==> src/rtl/booth_multiplier_param.sv <==
// Sequential radix-2 Booth multiplier with serial operand load over a shared bus.
// Signed and unsigned operands share one (WIDTH+1)-bit signed datapath.
module booth_multiplier_param #(
   parameter int WIDTH = 8
) (
   input  logic             clk,
   input  logic             rst,
   input  logic             start,
   input  logic             signed_mode,
   input  logic [WIDTH-1:0] data_in,
   output logic [WIDTH-1:0] data_out,
   output logic             busy,
   output logic             done
);

   localparam int CW = $clog2(WIDTH + 2);

   typedef enum logic [2:0] {
      S_IDLE,
      S_LOAD_X,
      S_ITER,
      S_OUT_HI,
      S_OUT_LO
   } state_t;

   state_t           r_state;
   state_t           w_next_state;
   logic             r_mode;
   logic [WIDTH:0]   r_y;
   logic [WIDTH:0]   r_a;
   logic [WIDTH:0]   r_x;
   logic             r_xm1;
   logic [CW-1:0]    r_cnt;
   logic [WIDTH:0]   w_sum;
   logic [2*WIDTH+1:0] w_product;
   logic             w_unused_top;

   // One extra bit lets unsigned operands ride the signed Booth datapath.
   function automatic logic [WIDTH:0] ext(input logic [WIDTH-1:0] v, input logic m);
      return {m & v[WIDTH-1], v};
   endfunction

   always_ff @(posedge clk) begin
      if (rst) begin
         r_state <= S_IDLE;
      end else begin
         r_state <= w_next_state;
      end
   end

   always_comb begin
      w_next_state = r_state;
      busy         = (r_state != S_IDLE);
      done         = 1'b0;
      data_out     = '0;
      case (r_state)
         S_IDLE:   if (start) w_next_state = S_LOAD_X;
         S_LOAD_X: w_next_state = S_ITER;
         S_ITER:   if (r_cnt == CW'(1)) w_next_state = S_OUT_HI;
         S_OUT_HI: begin
            done         = 1'b1;
            data_out     = w_product[2*WIDTH-1:WIDTH];
            w_next_state = S_OUT_LO;
         end
         S_OUT_LO: begin
            done         = 1'b1;
            data_out     = w_product[WIDTH-1:0];
            w_next_state = S_IDLE;
         end
         default:  w_next_state = S_IDLE;
      endcase
   end

   always_comb begin
      w_sum = r_a;
      case ({r_x[0], r_xm1})
         2'b01:   w_sum = r_a + r_y;
         2'b10:   w_sum = r_a - r_y;
         default: w_sum = r_a;
      endcase
   end

   // The two top bits of {A, X} are sign copies and never part of the product.
   assign w_product    = {r_a, r_x};
   assign w_unused_top = &w_product[2*WIDTH+1:2*WIDTH];

   always_ff @(posedge clk) begin
      if (rst) begin
         r_mode <= 1'b0;
         r_y    <= '0;
         r_a    <= '0;
         r_x    <= '0;
         r_xm1  <= 1'b0;
         r_cnt  <= '0;
      end else begin
         case (r_state)
            S_IDLE: begin
               if (start) begin
                  r_y    <= ext(data_in, signed_mode);
                  r_mode <= signed_mode;
               end
            end
            S_LOAD_X: begin
               r_x   <= ext(data_in, r_mode);
               r_a   <= '0;
               r_xm1 <= 1'b0;
               r_cnt <= CW'(WIDTH + 1);
            end
            S_ITER: begin
               r_a   <= {w_sum[WIDTH], w_sum[WIDTH:1]};
               r_x   <= {w_sum[0], r_x[WIDTH:1]};
               r_xm1 <= r_x[0];
               r_cnt <= r_cnt - 1'b1;
            end
            default: begin
            end
         endcase
      end
   end

endmodule

==> config.mk <==
export PLATFORM = sky130hd
export DESIGN_NAME = booth_multiplier_param
export DESIGN_NICKNAME = d
export VERILOG_FILES = /design/src/rtl/booth_multiplier_param.sv
export SDC_FILE = /design/constraint.sdc
export NUM_CORES = 1
export LEC_CHECK = 0
export CORE_MARGIN = 2
export CORE_UTILIZATION = 36
export CTS_BUF_LIST = sky130_fd_sc_hd__clkbuf_16
export DETAILED_ROUTE_END_ITERATION = 10
export HOLD_SLACK_MARGIN = 0.12
export PLACE_DENSITY = 0.57
export SYNTH_ARGS = -nofsm -noshare
export SYNTH_HDL_FRONTEND = slang
export SYNTH_SLANG_ARGS = --single-unit
==> constraint.sdc <==
create_clock -name clk -period 2.4 [get_ports clk]
set_input_delay 0.48 -clock clk [delete_from_list [all_inputs] [get_ports clk]]
set_output_delay 0.48 -clock clk [all_outputs]
set_load 0.03 [all_outputs]
Word-level counts from Yosys, hierarchy flattened
Index checks and enable logic that the tools add are counted.
{ "totals": {"latchBits": 0, "rom_bits": 0, "word_cells": 37, "reg_bits": 36, "ram_bits": 0, "output_inout_bits": 10, "n_memories": 0} }
{ "classes": {"magnitude_cmp": 0, "n_mul": 0, "n_addsub": 3, "reduce_logical": 6, "n_eq_ne": 9, "div_mod_pow": 0, "bitwise_logic": 2, "mux": 10, "shifts": 0} }
{ "op_table": {"columns": ["op", "count"], "rows": [
  ["case mux 9 bit (2 select lines)", 3],
  ["case mux 8 bit (2 select lines)", 1],
  ["case mux 3 bit (4 select lines)", 1],
  ["adder 9 bit", 1],
  ["subtractor 9 bit", 1],
  ["case mux 4 bit (2 select lines)", 1],
  ["equality test 3 x 2 -> 1 bit, second input constant", 2],
  ["two-way mux 3 bit", 2],
  ["equality test 4 x 1 -> 1 bit, second input constant", 1],
  ["!= test 2 bit, second input constant", 2],
  ["AND reduction 2 bit", 2],
  ["subtractor 4 x 1 -> 4 bit, second input constant", 1],
  ["equality test 3 x 1 -> 1 bit, second input constant", 1],
  ["equality test 3 bit, second input constant", 1],
  ["zero test 3 bit", 1],
  ["nonzero test 3 bit", 1],
  ["AND 1 bit", 2],
  ["equality test 2 x 1 -> 1 bit, second input constant", 1],
  ["equality test 2 bit, second input constant", 1],
  ["case mux 1 bit (2 select lines)", 1],
  ["nonzero test 2 bit", 1],
  ["OR reduction 2 bit", 1],
  ["two-way mux 1 bit", 1]
]} }

Logic depth before layout (Yosys ltp)
{ "logic_depth": {"depth_word": 3, "ltp_mapped": 12} }

Worst setup path before layout
Ideal clock, no wire load.
{ "synth_path": {"path_type": "register -> register", "start": "register r_x[0]", "end": "register r_a[7]", "synth_period_minus_slack_ps": 2556, "path_buffers": 1, "setup_ps": 79, "arrival_time_ps": 2477, "path_stages_with_launch": 10, "setup_slack_ps": -156, "required_time_ps": 2321, "cell_sequence": "dfxtp_1 > ha_1 > clkbuf_1 > mux2_2 > fa_1 > nor2b_1 > o31a_1 > o21ai_1 > or4_4 > o221ai_2"} }
{ "synth_between": {"elab_chain_cells": 3} }
{ "synth_lines": {"columns": ["item", "line_no", "text"], "rows": [
  ["start, declared", "31", "logic [WIDTH:0] r_x;"],
  ["start signal, assigned", "104", "r_x <= ext(data_in, r_mode);"],
  ["start signal, assigned", "111", "r_x <= {w_sum[0], r_x[WIDTH:1]};"],
  ["equality test 2 bit / equality test 2 x 1 -> 1 bit (equally long branches)", "76", "case ({r_x[0], r_xm1})"],
  ["case mux 9 bit (2 select lines) (*)", "76", null],
  ["case mux 9 bit (2 select lines) (*)", "96", "case (r_state)"],
  ["end signal, assigned", "110", "r_a <= {w_sum[WIDTH], w_sum[WIDTH:1]};"],
  ["end, declared", "30", "logic [WIDTH:0] r_a;"]
]} }
Every way passes the cells marked *; elsewhere a longest branch is shown, timed or not.
A chain may end at the register's enable or synchronous reset.

Final worst setup path
{ "layout_path": {"start": "register r_xm1", "end": "register r_a[5]"} }
{ "layout_between": {"elab_chain_cells": 3} }
{ "layout_lines": {"columns": ["item", "line_no", "text"], "rows": [
  ["start, declared", "32", "logic r_xm1;"],
  ["start signal, assigned", "112", "r_xm1 <= r_x[0];"],
  ["equality test 2 bit / equality test 2 x 1 -> 1 bit (equally long branches)", "76", null],
  ["case mux 9 bit (2 select lines) (*)", "76", null],
  ["case mux 9 bit (2 select lines) (*)", "96", null]
]} }
Marks and branches as above.

==> results.py <==
metrics = {
    "outcome": {
        "status": "completed",
    },
    "die": {
        "placement_rows": 28,
        "start_util_pct": 37.0,
        "die_height_um": 81.5,
        "floorplan_die_width_um": 81.5,
        "design.die.area_um2": 6650,
        "ioPinCount": 22,
        "core_footprint_um2": 5850,
    },
    "routing": {
        "drtPass1Iterations": 4,
        "vias": 2038,
        "drt-vias-per-instance": 5.34,
        "total_wire_length_mm": 5.82,
        "postRouteAntennaNets": 0,
        "avgRoutedWirePerCell_um": 15.2,
        "post-route-drc-count": 0,
        "dr.first_iter.drc_count": 74,
    },
    "synthesis": {
        "synth.net_count": 301,
        "synth_async_sr_flop_share_pct": 0,
        "netlist.area_leader.share_pct": 32.4,
        "synthFlopType": "sky130_fd_sc_hd__dfxtp_1",
        "synth_top_cell_by_area": "sky130_fd_sc_hd__dfxtp_1",
        "synth_simple_gate_area_share_pct": 24.8,
        "count_of_flip_flops_with_a_built_in_enable_after_synthesis": 0,
        "synth_most_common_cell": "sky130_fd_sc_hd__nand2_1",
        "synth_top_family_by_area": "simple AND/OR/NAND/NOR gates",
        "synth.ff_latch_count": 35,
        "netlist-cell-type-count": 49,
        "synth.cells.most_frequent": "sky130_fd_sc_hd__nand2_1, sky130_fd_sc_hd__dfxtp_1, sky130_fd_sc_hd__nor2_1",
        "synthesis.area_um2": 2160,
        "synthXorXnorAreaFrac_pct": 4.05,
        "synth.yosys.seq_area_share_pct": 32.4,
        "postSynthCellCount": 276,
        "post_synth.cell_area_avg_um2": 7.84,
        "synth_area_leaders": "sky130_fd_sc_hd__dfxtp_1, sky130_fd_sc_hd__nand2_1, sky130_fd_sc_hd__ha_1",
        "synth.mux.area_fraction_pct": 1.91,
        "yosysWarnings": 0,
        "synth-adder-area-share_pct": 7.87,
        "synth-compound-area-share_pct": 23.0,
    },
    "setup_path": {
        "critical_path.slowest_cell": "sky130_fd_sc_hd__or4_4",
        "cp-start-kind": "register",
        "worst-path-stages": 10,
        "timing.critical_path.buf_inv": 3,
        "register_to_register_setup_slack_ns": 0.06,
        "critPathCaptureType": "register",
        "crit_type": "register to register",
        "worstPathRequired_ns": 2.55,
        "crit_arrival_ns": 2.49,
        "crit_start": "r_xm1",
        "crit_family": "simple AND/OR/NAND/NOR gates",
        "timing.critical_path.cells": "inv_2, ha_4, buf_4, a31oi_4, xnor2_2, ha_1, buf_4, or4_4, o211ai_1, nor3_1",
        "cpMostUsedCell": "sky130_fd_sc_hd__buf_4",
        "reg_to_reg_startpoint": "r_xm1",
        "worst_setup_path_endpoint": "r_a[5]",
        "critical_path.reg2reg.endpoint": "r_a[5]",
        "critical_path.max_fanout": 5,
        "crit_path_max_incr_delay_ns": 0.46,
        "worst-r2r-cell-count": 10,
    },
    "clock_tree": {
        "h-tree-depth": 2,
        "cts.sinks": 35,
        "cts_root_buffer": "sky130_fd_sc_hd__clkbuf_16",
        "tritoncts": "done",
        "clkTransAtPathRegs_ns": 0.06,
        "insertion_delay_ns": 0.28,
        "cts_buffer_depth": 2,
        "cts-hold-fix-buffers": 0,
        "cts-buffers-inserted": 5,
    },
    "final_layout": {
        "num-nets-final": 331,
        "num_antenna_cells": 0,
        "drive_gt1_share_pct": 20.2,
        "synthToLayoutAreaGrowth_pct": 27.5,
        "postLayoutCoreUtil_pct": 47.1,
        "n_fill_cell": 581,
    },
    "sta": {
        "max_slew.worst_pin.slew_ns": 0.395,
        "final.period_utilization_pct": 97.4,
        "final_hold_viol_count": 0,
        "setup_violations": 0,
        "total_count_of_max_transition_violations_in_the_final_report": 0,
        "maxSlewHeadroom_pct": 73.6,
        "setup_skew_ns": 0.00516,
        "achievable-frequency_mhz": 428,
        "fin_setup_tns_ns": 0,
        "timing.final.crit_period_ns": 2.34,
        "hold_slack_ns": 0.462,
    },
    "global_routing": {
        "global_route.overflow_total": 0,
        "vias_in_the_first_global_route": 1821,
        "grt_antenna_before_repair": 0,
        "grt_first_pass_wirelength_mm": 9.13,
        "grt_max_degree": 31,
        "grt_use_total_pct": 18.2,
    },
    "placed_design": {
        "numPortBuffers": 21,
        "rd_place_congestion": 0.821,
        "hpwl_mm": 4.29,
    },
    "min_path": {
        "min-delay-path-class": "register to register",
    },
    "pwr": {
        "vdd.ir_drop.worst_v": 0.000523,
        "leakage_power_figure_nw": 1.07,
        "design_power_total_mw": 1.97,
        "powerDensity_nw_per_um2": 715,
    },
    "run": {
        "maxcap_viol_count": 0,
    },
}
[cells by family (layout without fill, tap and decap cells)]
logic type,Yosys count,in the layout
buffers and inverters,30,61
AOI/OAI and AO/OA,74,74
DFF,35,35
muxes,4,4
adders and majority gates,13,13
xor gates and xnor gates,10,10
and+or+nand+nor,110,110
[how the worst min path moves through the flow]
stage	startpoint	end	slack, ns	cells past startpoint
after floorplan	r_mode	r_mode	0.44	2
after global placement	r_mode	r_mode	0.45	2
after detailed placement	r_mode	r_mode	0.45	2
after CTS	r_mode	r_mode	0.46	2
after global routing	r_mode	r_mode	0.50	2
final	r_mode	r_mode	0.46	2
[flip-flops by register name, summed over array words and instances (netlist names)]
register  flops
r_xm1         1
r_state       3
r_cnt         4
r_mode        1
r_y           9
r_a           8
r_x           9
[worst min-delay path, cell delays in order (launching register included)]
cell                      delay, ns
sky130_fd_sc_hd__dfxtp_1       0.31
sky130_fd_sc_hd__nand2_1       0.05
sky130_fd_sc_hd__a21oi_1       0.05
[cells in the final DEF (no fill, tap or decap), types with 5 or more instances in the layout]
cell type,synthesis,layout
sky130_fd_sc_hd__clkbuf_16,0,5
sky130_fd_sc_hd__xnor2_1,8,7
sky130_fd_sc_hd__buf_4,1,30
sky130_fd_sc_hd__dfxtp_1,35,31
sky130_fd_sc_hd__nor2_1,29,27
sky130_fd_sc_hd__clkdlybuf4s50_1,0,12
sky130_fd_sc_hd__ha_1,12,10
sky130_fd_sc_hd__nor3b_1,6,5
sky130_fd_sc_hd__o21ai_0,7,6
sky130_fd_sc_hd__a22o_1,8,8
sky130_fd_sc_hd__a22oi_1,6,6
sky130_fd_sc_hd__a21oi_1,28,28
sky130_fd_sc_hd__inv_1,11,9
sky130_fd_sc_hd__nand2_1,45,45
sky130_fd_sc_hd__a311oi_1,6,6
sky130_fd_sc_hd__nor3_1,6,6
[timing repair]
item | in CTS | in global routing
setup endpoints to repair | 1 | 4
pin swaps | 0 | 8
buffers inserted | 0 | 1
cloned | 0 | 0
gates resized for setup | 2 | 21
[metrics by stage]
step	area [um2]	setup slack (ns)	instances
3_5_place_dp	2520	-0.0142	373
6_report	2760	0.0618	382
5_1_grt	2760	-0.0284	382
3_3_place_gp	2520	0.0288	373
2_1_floorplan	2170	0.0188	276
4_1_cts	2670	0.00584	381
[power by group]
part	switching [mW]	internal [mW]	total, mW	leakage [nW]
logic	0.341	0.312	0.654	0.712
clock network	0.258	0.382	0.640	0.0658
registers	0.0509	0.626	0.677	0.288
total	0.650	1.32	1.97	1.07
[final cells by class]
| type | count | area (um2) | share of cell area (%) |
|---|---|---|---|
| Inverter | 11 | 41.3 | 1.50 |
| Clock buffer | 5 | 125 | 4.54 |
| Multi-Input combinational cell | 211 | 1420 | 51.5 |
| Timing Repair Buffer | 42 | 345 | 12.5 |
| Sequential cell | 35 | 711 | 25.8 |
| Tap cell | 75 | 93.8 | 3.40 |
| Clock inverter | 3 | 20.0 | 0.726 |
[routing by layer]
metal  track usage (%)  vias to the layer above  wire length, um
met3              2.86                       10              219
met1              25.0                      954             2750
met2              28.9                       40             2750
met4              6.61                        0               94
met5                 0                        -                0
li1                  -                     1034                -
Power figures use the tool's default switching activity.
